### src/rtl/riscv_core_pc_unit.sv
// Fetch PC generator: sequential advance, branch/jump/misaligned-trap redirect, post-redirect flush window.
// state | meaning: BOOT = one idle cycle after reset; RUN = fetching; FLUSH = requests suppressed after redirect
module riscv_core_pc_unit #(
  parameter int                XLEN         = 64,
  parameter logic [XLEN-1:0]   RESET_VECTOR = XLEN'(64'h0000_0000_8000_0000),
  parameter int                FLUSH_CYCLES = 2
) (
  input  logic            i_clk,
  input  logic            i_rst_n,
  input  logic            i_pc_unit_stall,
  input  logic            i_pc_unit_istaken,
  input  logic            i_pc_unit_addr_mismatch,
  input  logic [XLEN-1:0] i_pc_unit_branch_target,
  input  logic            i_pc_unit_jump,
  input  logic [XLEN-1:0] i_pc_unit_jump_target,
  input  logic [XLEN-1:0] i_pc_unit_trap_vector,
  input  logic            i_pc_unit_is_compressed,
  input  logic            i_pc_unit_req_ready,
  output logic            o_pc_unit_req_valid,
  output logic [XLEN-1:0] o_pc_unit_pc,
  output logic            o_pc_unit_flush,
  output logic            o_pc_unit_misaligned_exc,
  output logic [XLEN-1:0] o_pc_unit_epc,
  output logic [31:0]     o_pc_unit_redirect_cnt
);

  typedef enum logic [1:0] {S_BOOT, S_RUN, S_FLUSH} state_t;

  localparam logic [2:0]      FLUSH_LOAD = 3'(FLUSH_CYCLES - 1);
  localparam logic [XLEN-1:0] ALIGN_MASK = {{(XLEN-1){1'b1}}, 1'b0};

  state_t          r_state;
  logic [XLEN-1:0] r_pc;
  logic [XLEN-1:0] r_epc;
  logic [31:0]     r_redirect_cnt;
  logic [2:0]      r_flush_cnt;
  logic            r_misaligned_exc;

  state_t          w_state_nxt;
  logic [XLEN-1:0] w_pc_nxt;
  logic [XLEN-1:0] w_epc_nxt;
  logic [XLEN-1:0] w_pc_step;
  logic [2:0]      w_flush_cnt_nxt;
  logic            w_exc_nxt;
  logic            w_redirect;
  logic            w_req_valid;
  logic            w_flush;

  assign w_pc_step = i_pc_unit_is_compressed ? XLEN'(2) : XLEN'(4);

  always_comb begin
    w_state_nxt     = r_state;
    w_pc_nxt        = r_pc;
    w_epc_nxt       = r_epc;
    w_flush_cnt_nxt = r_flush_cnt;
    w_exc_nxt       = 1'b0;
    w_redirect      = 1'b0;
    w_req_valid     = 1'b0;
    w_flush         = 1'b0;
    case (r_state)
      S_BOOT: w_state_nxt = S_RUN;
      S_RUN: begin
        w_req_valid = 1'b1;
        if (i_pc_unit_addr_mismatch) begin
          w_pc_nxt   = i_pc_unit_trap_vector & ALIGN_MASK;
          w_epc_nxt  = i_pc_unit_branch_target;
          w_exc_nxt  = 1'b1;
          w_redirect = 1'b1;
        end else if (i_pc_unit_istaken) begin
          w_pc_nxt   = i_pc_unit_branch_target;
          w_redirect = 1'b1;
        end else if (i_pc_unit_jump) begin
          w_pc_nxt   = i_pc_unit_jump_target & ALIGN_MASK;
          w_redirect = 1'b1;
        end else if (!i_pc_unit_stall && i_pc_unit_req_ready) begin
          w_pc_nxt = r_pc + w_pc_step;
        end
        if (w_redirect) begin
          w_state_nxt     = S_FLUSH;
          w_flush_cnt_nxt = FLUSH_LOAD;
        end
      end
      S_FLUSH: begin
        // Redirect inputs here come from killed instructions and are ignored.
        w_flush = 1'b1;
        if (r_flush_cnt == 3'd0) w_state_nxt = S_RUN;
        else                     w_flush_cnt_nxt = r_flush_cnt - 3'd1;
      end
      default: w_state_nxt = S_BOOT;
    endcase
  end

  always_ff @(posedge i_clk or negedge i_rst_n) begin
    if (!i_rst_n) begin
      r_state          <= S_BOOT;
      r_pc             <= RESET_VECTOR;
      r_epc            <= '0;
      r_redirect_cnt   <= '0;
      r_flush_cnt      <= '0;
      r_misaligned_exc <= 1'b0;
    end else begin
      r_state          <= w_state_nxt;
      r_pc             <= w_pc_nxt;
      r_epc            <= w_epc_nxt;
      r_flush_cnt      <= w_flush_cnt_nxt;
      r_misaligned_exc <= w_exc_nxt;
      if (w_redirect && (r_redirect_cnt != 32'hFFFF_FFFF))
        r_redirect_cnt <= r_redirect_cnt + 32'd1;
    end
  end

  assign o_pc_unit_req_valid      = w_req_valid;
  assign o_pc_unit_flush          = w_flush;
  assign o_pc_unit_pc             = r_pc;
  assign o_pc_unit_epc            = r_epc;
  assign o_pc_unit_misaligned_exc = r_misaligned_exc;
  assign o_pc_unit_redirect_cnt   = r_redirect_cnt;

endmodule

### config.mk
export PLATFORM = sky130hd
export DESIGN_NAME = riscv_core_pc_unit
export DESIGN_NICKNAME = d
export VERILOG_FILES = /design/src/rtl/riscv_core_pc_unit.sv
export SDC_FILE = /design/constraint.sdc
export NUM_CORES = 1
export LEC_CHECK = 0
export CORE_MARGIN = 4
export CORE_UTILIZATION = 46
export CTS_BUF_LIST = sky130_fd_sc_hd__clkbuf_8
export DETAILED_ROUTE_END_ITERATION = 8
export PLACE_DENSITY = 0.89
export SYNTH_ARGS = -nofsm -noshare
export SYNTH_HDL_FRONTEND = slang
export SYNTH_SLANG_ARGS = --single-unit
### constraint.sdc
create_clock -name i_clk -period 3.2 [get_ports i_clk]
set_input_delay 0.64 -clock i_clk [delete_from_list [all_inputs] [get_ports i_clk]]
set_output_delay 0.64 -clock i_clk [all_outputs]
set_load 0.03 [all_outputs]
==> qor.txt <==
Final ANT Viol Nets: 0
Hold Vio Cnt, Final: 0
first-pass GRT wire length: 59900 um
cts bufs inserted: 17
Crit Path Class: input pin to flop
Area after DPL: 0.0138 sq mm
IO Port Bufs: 360
clock latency on the worst-skew pair: 0.47 ns
Pwr per Cell Area: 856 mW/mm^2
critical path arrival: 3.31 ns
predominant post-synthesis flop cell: dfrtp_1
max incr delay on CP: 0.48 ns
reg2reg start: o_pc_unit_pc[1]
Fmax achieved: 0.339 GHz
Pint: 6.50 mW
worst clock skew: 0.0122 ns
synth unique cells: 72
Core Util, Final: 69.6%
switch share: 46.6%
number of setup violations in the final report: 0
Leak Pwr: 5.61 nW
total grt overflow: 0
synthesis-to-finish area growth: 47.0%
CP max stage cell: clkdlybuf4s50_1
Clk pwr share: 12.5%
CTS H-tree lvls: 4
Synth Cell Area: 0.00967 sq mm
Iter 0 DRT Violations: 902
most used cell, CP: nand4_1
Net Count, Synth: 1230
r2r setup slk: 0.51 ns
post-synthesis area per instance: 9.44 sq um
Ys Warns: 0
final hold slack: 0.120 ns
fillcell total: 1589
worst path cell trace: clkdlybuf4s50_1 -> ha_1 -> inv_1 -> fa_1 -> buf_4 -> and4b_1 -> nand4_1 -> nor4_4 -> nand4_1 -> o22a_1 -> o21a_1
initial antenna violation count: 2
share of power burned in registers: 32.5%
routed wire length: 38700 um
Residual DRC: 0
CORE AREA: 0.0204 sq mm
Ports: 363
Post-synth EDFFs: 0
Async SR Flop Fraction: 100%
layout cell share with drive strength beyond 1: 13.4%
Post-Synthesis Cells: 1024
CP Launch Type: input pin
row count: 52
vias per cell: 6.12
Resized Gates After CTS: 0
CP max FO: 3
Slew Limit Fails: 0
RSZ-0062 raised after global routing: false
Post-CTS Hold Buffers: 0
final worst-path cycle share: 92.3%
largest net degree at the start of global routing: 76
Tmin final: 2.95 ns
worst-case reg-to-reg path depth: 10
Vias: 10300
starting density of the core: 47.3%
maximum vdd ir drop: 564 uV
CTS tree: built
Clock Sinks: 166
Logic pwr share: 55.0%
Setup WS post-layout: 0.247 ns
postcts setup bufs: 0
status: finished, final reports clean
CTS Root Cell: clkbuf_8
vias in the first global route: 10600
fin area: 0.0142 sq mm
Die Span X: 153 um
Clock Path Buffers: 2
max_cap viols: 0
Worst-Margin Slew: 0.747 ns
CP endpoint kind: flop
Req. time, crit path: 3.56 ns
Global Route Usage Sum: 32.1%
total power: 12.2 mW
Worst slew margin: 49.8%
worst slack, placed: -0.214 ns
Nets: 1602
flops & latches, synth: 166
die height: 153 um
R2R Path End: o_pc_unit_pc[49]
HP Class: input pin to asynchronous set/reset pin
NetSw: 5.67 mW
First-pass DRT Iterations: 9
Clk pin slew, worst setup/hold paths: 0.10 ns
area of the die: 0.0234 sq mm
DP Wirelength: 29600 um
routed len/inst: 23.0 um
sequential area share after synthesis: 43.0%
routability cong.: 0.951
[worst max path at each step]
| stage | from | end | slack [ns] | depth (start not counted) |
|---|---|---|---|---|
| 2_1_floorplan | i_pc_unit_is_compressed | o_pc_unit_pc[59] | 0.48 | 9 |
| 3_3_place_gp | i_pc_unit_is_compressed | o_pc_unit_pc[37] | -0.18 | 12 |
| 3_5_place_dp | i_pc_unit_is_compressed | o_pc_unit_pc[45] | -0.21 | 12 |
| 4_1_cts | i_pc_unit_is_compressed | o_pc_unit_pc[49] | 0.28 | 11 |
| 5_1_grt | i_pc_unit_is_compressed | o_pc_unit_pc[37] | 0.13 | 12 |
| 6_report | i_pc_unit_is_compressed | o_pc_unit_pc[49] | 0.25 | 11 |
[cell usage after synthesis (15+ instances only)]
| library cell | n | area [sq um] |
|---|---|---|
| nand4_1 | 35 | 219 |
| clkbuf_1 | 33 | 124 |
| buf_2 | 22 | 110 |
| xnor2_1 | 32 | 280 |
| o21ai_1 | 15 | 75.1 |
| xor2_1 | 18 | 158 |
| a221oi_1 | 27 | 236 |
| nand3_1 | 41 | 205 |
| dfrtp_1 | 165 | 4130 |
| a21oi_1 | 47 | 235 |
| nand2_1 | 90 | 338 |
| a22oi_1 | 19 | 143 |
| nor3_1 | 37 | 185 |
| and3_1 | 18 | 113 |
| o21ai_0 | 70 | 350 |
| nor2_1 | 72 | 270 |
| mux2_2 | 66 | 743 |
| inv_1 | 19 | 71.3 |
[state kept, by name, summed over array words and instances, names as in the netlist]
register and cells:
o_pc_unit_epc 64, o_pc_unit_misaligned_exc 1, o_pc_unit_pc 64, o_pc_unit_redirect_cnt 32, r_flush_cnt 3, r_state 2
[critical path, delay by kind of cell]
| kind | cells | cell delay (ns) |
|---|---|---|
| simple gates | 4 | 1.07 |
| compound gates | 2 | 0.34 |
| buf+inv | 3 | 0.70 |
| fa+ha+maj | 2 | 0.57 |
[kinds of logic after synthesis]
group	after synthesis	synth area share, %
xor gates and xnor gates	50	4.53
buffers and inverters	85	3.66
AOI/OAI and AO/OA	284	19.6
muxes	70	8.10
and+or+nand+nor	363	20.3
adders and majority gates	6	0.854
DFF	166	43.0
[routing by layer]
metal	vias up	global-route usage, %	part of all wire (%)
li1	4590	-	-
met1	5033	37.5	37
met2	577	55.7	49
met3	80	11.2	10
met4	2	10.1	2.8
met5	-	0	0.049
[power groups by stage]
stage               combinational, mW  clock, mW  sequential, mW
floorplan                        2.17          0            5.42
global placement                 6.54          0            3.90
detailed placement               6.67          0            3.96
CTS                              6.70       1.54            3.92
global route                     7.06       1.63            4.06
finish                           6.70       1.52            3.95
[cells in the final DEF, fill, tap and decap left out, types with 4 or more instances in the layout]
master / n
o21ai_0: 70
a211oi_1: 5
nor4_1: 8
inv_6: 5
xnor2_1: 32
clkdlybuf4s50_1: 357
nand3_1: 41
a22o_1: 7
o21a_1: 7
a31oi_1: 12
o31ai_1: 4
nor3_1: 37
xor2_1: 18
a22oi_1: 19
clkbuf_8: 20
nor3_2: 6
and3_1: 18
mux2i_1: 4
o22ai_1: 11
o21ai_1: 14
o221ai_1: 6
nor2_1: 71
inv_1: 19
dfrtp_1: 165
and4_1: 7
nand2b_1: 11
mux2_2: 66
a21oi_1: 46
o211ai_1: 12
nand4_1: 35
ha_1: 5
a221o_1: 11
and2_1: 6
nand2_1: 89
buf_4: 55
a221oi_1: 27
or3_1: 4
[layout make-up]
| type | instances | area (sq um) | area share (%) |
|---|---|---|---|
| tap | 270 | 338 | 2.38 |
| multi-input combinational | 773 | 5200 | 36.6 |
| sequential | 166 | 4160 | 29.2 |
| antenna | 1 | 2.50 | 0.0176 |
| timing repair buffer | 417 | 4070 | 28.6 |
| clock buffer | 19 | 262 | 1.84 |
| clock inverter | 13 | 111 | 0.784 |
| inverter | 21 | 78.8 | 0.555 |
[stage by stage]
stage	TNS, ns	instances
after floorplan	0	1024
after global placement	-1.42	1647
after detailed placement	-2.27	1647
after CTS	0	1679
after global routing	0	1680
final	0	1680
(Power assumes the default switching activity.)
